**src/rtl/intr_ctrl8_if.sv**
```systemverilog
// intr_ctrl8_if: request, mask and valid/ack/eoi signals between the controller and its users
interface intr_ctrl8_if;
    logic [7:0] irq_in;
    logic       mask_we;
    logic [7:0] mask_wdata;
    logic [7:0] mask;
    logic [7:0] pending;
    logic [7:0] in_service;
    logic       irq_valid;
    logic [2:0] irq_id;
    logic       irq_ack;
    logic       eoi;
    modport master (
        output irq_in, mask_we, mask_wdata, irq_ack, eoi,
        input  mask, pending, in_service, irq_valid, irq_id
    );
    modport slave (
        input  irq_in, mask_we, mask_wdata, irq_ack, eoi,
        output mask, pending, in_service, irq_valid, irq_id
    );
endinterface

```
**src/rtl/intr_ctrl8.sv**
```systemverilog
// intr_ctrl8: 8-source non-nesting interrupt controller, bit 7 highest priority
module intr_ctrl8 #(
    parameter logic [7:0] EDGE_MODE = 8'hFF,
    parameter logic [7:0] MASK_RST  = 8'hFF
) (
    input logic         clk,
    input logic         rst,
    intr_ctrl8_if.slave bus
);
    typedef enum logic [1:0] {IDLE, REQ, SERVICE} state_t;
    state_t     state, state_n;
    logic [7:0] irq_prev, cand, clr, pending_n;
    logic [2:0] sel;
    logic       take, ack_now, drop, eoi_now;
    assign cand          = bus.pending & ~bus.mask;
    assign bus.irq_valid = state == REQ;
    // highest set candidate bit wins
    always_comb begin
        sel = 3'd0;
        for (int i = 0; i < 8; i++)
            if (cand[i]) sel = 3'(i);
    end
    // handshake decisions and next state; a same-cycle ack beats withdrawal
    always_comb begin
        take    = state == IDLE && cand != 8'd0;
        ack_now = state == REQ && bus.irq_ack;
        drop    = state == REQ && !bus.irq_ack && (!bus.pending[bus.irq_id] || bus.mask[bus.irq_id]);
        eoi_now = state == SERVICE && bus.eoi;
        state_n = take ? REQ : ack_now ? SERVICE : (drop || eoi_now) ? IDLE : state;
    end
    // pending update: level sources mirror the line, edge sources latch until acked and a new edge beats the clear
    always_comb begin
        clr       = ack_now ? (EDGE_MODE & (8'd1 << bus.irq_id)) : 8'd0;
        pending_n = (~EDGE_MODE & bus.irq_in) | (EDGE_MODE & ((bus.pending & ~clr) | (bus.irq_in & ~irq_prev)));
    end
    // state register
    always_ff @(posedge clk) begin
        if (rst) state <= IDLE;
        else     state <= state_n;
    end
    // datapath registers
    always_ff @(posedge clk) begin
        if (rst) begin
            irq_prev       <= 8'd0;
            bus.pending    <= 8'd0;
            bus.mask       <= MASK_RST;
            bus.in_service <= 8'd0;
            bus.irq_id     <= 3'd0;
        end else begin
            irq_prev    <= bus.irq_in;
            bus.pending <= pending_n;
            if (bus.mask_we) bus.mask <= bus.mask_wdata;
            if (take) bus.irq_id <= sel;
            if (ack_now) bus.in_service <= 8'd1 << bus.irq_id;
            else if (eoi_now) bus.in_service <= 8'd0;
        end
    end
endmodule

```
**src/flat_wrapper.sv**
```systemverilog
// flat-port wrapper written by rule: the top's interface ports become plain ports
module intr_ctrl8_flat 
#(
    parameter logic [7:0] EDGE_MODE = 8'hFF,
    parameter logic [7:0] MASK_RST  = 8'hFF
)
  (clk, rst, bus_irq_in, bus_mask_we, bus_mask_wdata, bus_irq_ack, bus_eoi, bus_mask, bus_pending, bus_in_service, bus_irq_valid, bus_irq_id);
  intr_ctrl8_if bus_i ();
  input logic clk;
  input logic rst;
  input wire logic [$bits(bus_i.irq_in)-1:0] bus_irq_in;
  input wire logic [$bits(bus_i.mask_we)-1:0] bus_mask_we;
  input wire logic [$bits(bus_i.mask_wdata)-1:0] bus_mask_wdata;
  input wire logic [$bits(bus_i.irq_ack)-1:0] bus_irq_ack;
  input wire logic [$bits(bus_i.eoi)-1:0] bus_eoi;
  output wire logic [$bits(bus_i.mask)-1:0] bus_mask;
  output wire logic [$bits(bus_i.pending)-1:0] bus_pending;
  output wire logic [$bits(bus_i.in_service)-1:0] bus_in_service;
  output wire logic [$bits(bus_i.irq_valid)-1:0] bus_irq_valid;
  output wire logic [$bits(bus_i.irq_id)-1:0] bus_irq_id;
  assign bus_i.irq_in = bus_irq_in;
  assign bus_i.mask_we = bus_mask_we;
  assign bus_i.mask_wdata = bus_mask_wdata;
  assign bus_i.irq_ack = bus_irq_ack;
  assign bus_i.eoi = bus_eoi;
  assign bus_mask = bus_i.mask;
  assign bus_pending = bus_i.pending;
  assign bus_in_service = bus_i.in_service;
  assign bus_irq_valid = bus_i.irq_valid;
  assign bus_irq_id = bus_i.irq_id;
  intr_ctrl8 #(.EDGE_MODE(EDGE_MODE), .MASK_RST(MASK_RST)) u_core (.clk(clk), .rst(rst), .bus(bus_i));
endmodule
```
**config.mk**
```make
export PLATFORM = sky130hd
export DESIGN_NAME = intr_ctrl8_flat
export DESIGN_NICKNAME = d
export VERILOG_FILES = /design/src/rtl/intr_ctrl8_if.sv /design/src/rtl/intr_ctrl8.sv /design/src/flat_wrapper.sv
export SDC_FILE = /design/constraint.sdc
export NUM_CORES = 1
export LEC_CHECK = 0
export CAP_MARGIN = 10
export CORE_ASPECT_RATIO = 0.9
export CORE_MARGIN = 3
export CORE_UTILIZATION = 48
export CTS_CLUSTER_SIZE = 8
export DETAILED_ROUTE_END_ITERATION = 10
export PLACE_DENSITY_LB_ADDON = 0.1
export SYNTH_ARGS = -nofsm -noshare
export SYNTH_HDL_FRONTEND = slang
export SYNTH_SLANG_ARGS = --single-unit
```
**constraint.sdc**
```tcl
create_clock -name clk -period 3.67 [get_ports clk]
set_clock_uncertainty 0.15 [all_clocks]
set_input_delay 0.5505 -clock clk [delete_from_list [all_inputs] [get_ports clk]]
set_output_delay 0.5505 -clock clk [all_outputs]
set_load 0.005 [all_outputs]
```
# Word-level counts from Yosys, hierarchy flattened
# Index checks and enable logic that the tools add are counted.
[word_totals]
word_cells = 50
ff_bits = 37
out_inout_bits = 28
inputBits = 21
[classes]
eq_ne = 2
reduce_logical = 15
n_lt_le_gt_ge = 1
n_bitwise = 7
n_mux = 17
shift = 1
[op_table]
columns = ["op", "n"]
rows = [
  ["AND 8 bit", 3],
  ["2-to-1 mux 8 bit", 3],
  ["inverter 8 bit", 3],
  ["2-to-1 mux 3 bit", 6],
  ["bitwise OR 8 bit", 1],
  ["nonzero test 8 bit", 1],
  ["left shift 1 x 3 -> 8 bit (first input constant)", 1],
  ["binary-select mux 1 bit (select 3 bit)", 2],
  ["logical AND 1 bit", 5],
  ["< comparator 3 x 4 -> 1 bit (second input constant)", 1],
  ["2-to-1 mux 1 bit", 4],
  ["2-to-1 mux 2 bit", 2],
  ["nonzero test 2 bit", 2],
  ["nonzero test 3 bit", 1],
  ["== test 2 x 1 -> 1 bit (second input constant)", 1],
  ["== test 2 bit (second input constant)", 1],
  ["zero test 1 bit", 2],
  ["zero test 2 bit", 1],
  ["logical OR 1 bit", 2],
  ["OR reduction 2 bit", 1],
]

# Depth between registers and ports, before layout
[logic_depth]
depth_word = 9
depth_mapped = 6

# Worst setup path after synthesis
# Ideal clock, no wire load.
[synth_timing]
path_type = "flip-flop to flip-flop"
startpoint = "register u_core.bus.mask[5]"
endpoint = "register u_core.bus.irq_id[0]"
stages_incl_launch_ff = 6
t_arrival_ns = 1.307
setup_slack_ns = 2.086
cell_sequence = "dfxtp_1 > nand2b_4 > nand4_4 > o41ai_4 > mux2i_1 > nor2_1"
[synth_via]
elab_chain_cells = 5
word_cells_on_any_way = 7
classes_between = "mux (3); bitwise (2); reduce/logical (2)"
[synth_rtl]
columns = ["element", "line", "rtl"]
rows = [
  ["from (decl)", "intr_ctrl8_if.sv:19", "output mask, pending, in_service, irq_valid, irq_id"],
  ["from (signal assigned)", "intr_ctrl8.sv:52", "if (bus.mask_we) bus.mask <= bus.mask_wdata;"],
  ["inverter 8 bit *", "intr_ctrl8.sv:15", "assign cand = bus.pending & ~bus.mask;"],
  ["AND 8 bit *", "intr_ctrl8.sv:15", ""],
  ["2-to-1 mux 3 bit (3 in series)", "intr_ctrl8.sv:21", "if (cand[i]) sel = 3'(i);"],
  ["to (signal assigned)", "intr_ctrl8.sv:53", "if (take) bus.irq_id <= sel;"],
  ["to (decl)", "intr_ctrl8_if.sv:19", ""],
]
# Every way passes the cells marked *; elsewhere a longest branch is shown, timed or not.
# A chain may end at the register's enable or synchronous reset.

# Final worst setup path
[layout_timing]
startpoint = "register u_core.bus.irq_id[0]"
endpoint = "output bus_irq_id[0]"
[layout_rtl]
columns = ["element", "line", "rtl"]
rows = [
  ["to (decl)", "flat_wrapper.sv:20", "output wire logic [$bits(bus_i.irq_id)-1:0] bus_irq_id;"],
]
# No word-level cell between the ends.

==> flow_metrics.env <==
export IMPL_status="completed"
export IMPL_drc=0
export IMPL_cp_slowest_stage_delay_ps=590
export IMPL_ir_drop_mv=0.273
export IMPL_rsz0062_at_grt="no"
export IMPL_cts_tree="built"
export IMPL_tns_ps=0
export IMPL_async_reset_ff_share_pct=0
export IMPL_gp_congestion=0.840
export IMPL_cp_arrival_ps=1510
export IMPL_worstHoldPathType="reg2reg"
export IMPL_antenna_found_initial=0
export IMPL_hold_slack_ps=311
export IMPL_ios=49
export IMPL_syn_nets=189
export IMPL_intPower_mw=0.661
export IMPL_grtUsageTotal_pct=21.0
export IMPL_grt_pass1_wl_um=6040
export IMPL_place_area_um2=2020
export IMPL_utilization_pct=73.0
export IMPL_cellPowerDensity_nw_per_um2=425
export IMPL_comb_power_share_pct=16.9
export IMPL_synth_cells=168
export IMPL_drv_cap=0
export IMPL_final_min_clock_period_ps=2210
export IMPL_grt_pass1_vias=1295
export IMPL_hold_buffers=0
export IMPL_ys_types=27
export IMPL_critPathLaunchType="register"
export IMPL_first_pass_iters=4
export IMPL_timing_fmax_ghz=0.452
export IMPL_required_ps=2970
export IMPL_cp_end_kind="output pin"
export IMPL_fillCellCount=239
export IMPL_syn_area_per_cell_um2=9.01
export IMPL_cts_setup_buffers=0
export IMPL_fin_ws_ps=1460
export IMPL_crit_type="reg2out"
export IMPL_ys_top_cells_by_count="dfxtp_1 (37), nand2_1 (28), nor2b_1 (21)"
export IMPL_finalNonFillerCells=258
export IMPL_postCtsResizedCells=0
export IMPL_drtIter0Drc=90
export IMPL_drt_total_wl_um=3790
export IMPL_dpl_cell_count=250
export IMPL_netlist_area_leader_share_pct=48.9
export IMPL_cp_slowest_cell="dfxtp_1"
export IMPL_cp_num_buf_inv=1
export IMPL_num_rows=18
export IMPL_chipWidth_um=65.2
export IMPL_seqPwrFrac_pct=51.1
export IMPL_yosysWarnings=0
export IMPL_p_sw_mw=0.233
export IMPL_synth_edf_count=0
export IMPL_synth_seq_cells=37
export IMPL_ys_flop_type="dfxtp_1"
export IMPL_die_area_um2=3870
export IMPL_cts_max_level=2
export IMPL_pwr_share_clk_pct=32.0
export IMPL_hpwl_um=2790
export IMPL_layout_drive_gt1_share_pct=7.34
export IMPL_start_util_pct=52.5
export IMPL_crit_chain="clkdlybuf4s50_1"
export IMPL_yosysTopAreaCell="dfxtp_1"
export IMPL_post_route_period_util_pct=60.2
export IMPL_drtAntennaViolNets=0
export IMPL_slew_violations=0
export IMPL_leakage_nw=0.812
export IMPL_worst_path_max_fanout=11
export IMPL_grt_max_degree=31
export IMPL_switching_share_pct=26.1
export IMPL_grt_ovfl_total=0
export IMPL_cts_path_max_buffers=2
export IMPL_area_delta_synth_final_pct=38.9
export IMPL_cts_buffers_inserted=5
export IMPL_num_antenna_cells=0
export IMPL_dp_slack_ps=1450
export IMPL_clock_sinks=37
export IMPL_final_area_um2=2100
export IMPL_syn_cell_area_um2=1510
export IMPL_dr_total_vias=1350
export IMPL_hold_violations=0
export IMPL_wire_per_inst_um=14.7
export IMPL_core_um2=2880
export IMPL_root_buffer="clkbuf_4"
export IMPL_worst_slew_pin_slew_ps=462
export IMPL_die_height_um=59.3
export IMPL_power_mw=0.894
export IMPL_ys_seq_area_share_pct=48.9
export IMPL_cp_top_family="flip-flops"
export IMPL_insertion_delay_ps=350
export IMPL_portBuffers=48
export IMPL_synth_most_common_cell="dfxtp_1"
export IMPL_setup_viol=0
export IMPL_cts_clk_slew_worst_paths_ps=120
export IMPL_synth_area_top_cells="dfxtp_1 (49%), nor2b_1 (8.7%), nand2_1 (6.9%)"
export IMPL_relSlewSlack_pct=69.1
export IMPL_viasPerCell=5.23
export IMPL_final_nets=238
[sequential cells by signal, summed over array words and instances (netlist names)]
name and cells:
u_core.bus.in_service 8, u_core.bus.mask 8, u_core.bus.pending 8, u_core.irq_prev 8, u_core.bus.irq_id 3, u_core.state 2
[cell families after synthesis]
logic type / share of synthesized area [%]
AND/OR/NAND/NOR: 27.2
flip-flops: 48.9
AO/OA/AOI/OAI: 14.0
buffers and inverters: 3.14
multiplexers: 6.69
[routing by layer]
metal / up-vias / wire length (um) / track usage (%)
met5: - / 0 / 0
met4: 0 / 19 / 7.10
met3: 2 / 219 / 7.97
met2: 48 / 1920 / 36.5
met1: 635 / 1630 / 23.9
li1: 665 / - / -
[cell usage in the layout (no fill, tap or decap), types with 3 or more instances in the layout]
master / instances
nand2_1: 28
o21ai_0: 3
nor3_1: 4
inv_1: 5
dfxtp_1: 37
mux2i_1: 9
nor2b_1: 21
a21oi_1: 19
clkdlybuf4s50_1: 48
nor2_1: 13
clkbuf_4: 5
nand2b_1: 3
nand2b_2: 3
[worst paths after layout]
| kind | to | startpoint | slack, ps | depth (start not counted) |
|---|---|---|---|---|
| setup / recovery | bus_irq_id[0] | u_core.bus.irq_id[0] | 1460 | 1 |
| hold / removal | u_core.bus.in_service[5] | u_core.bus.in_service[5] | 310 | 2 |
| setup reg to reg | u_core.bus.irq_id[0] | u_core.bus.mask[5] | 1950 | 5 |
| hold reg to reg | u_core.bus.in_service[5] | u_core.bus.in_service[5] | 310 | 2 |
[layout make-up]
class                   count  area, um2  share of cell area [%]
flip-flops and latches     37        741                    35.2
multi-input cells         119        726                    34.5
repair buffers             49        488                    23.2
well taps                  40       50.0                    2.38
clock buffers               6       41.3                    1.96
clock inverters             2       38.8                    1.84
inverters                   5       18.8                   0.892
[power by group through the flow]
stage	Clock [mW]	Combinational, mW	Sequential, mW
floorplan	0	0.0840	0.452
detailed placement	0	0.151	0.464
finish	0.286	0.151	0.456
global placement	0	0.148	0.462
CTS	0.290	0.152	0.455
global route	0.311	0.164	0.460
Note: power is estimated with default switching activity, not from simulation.
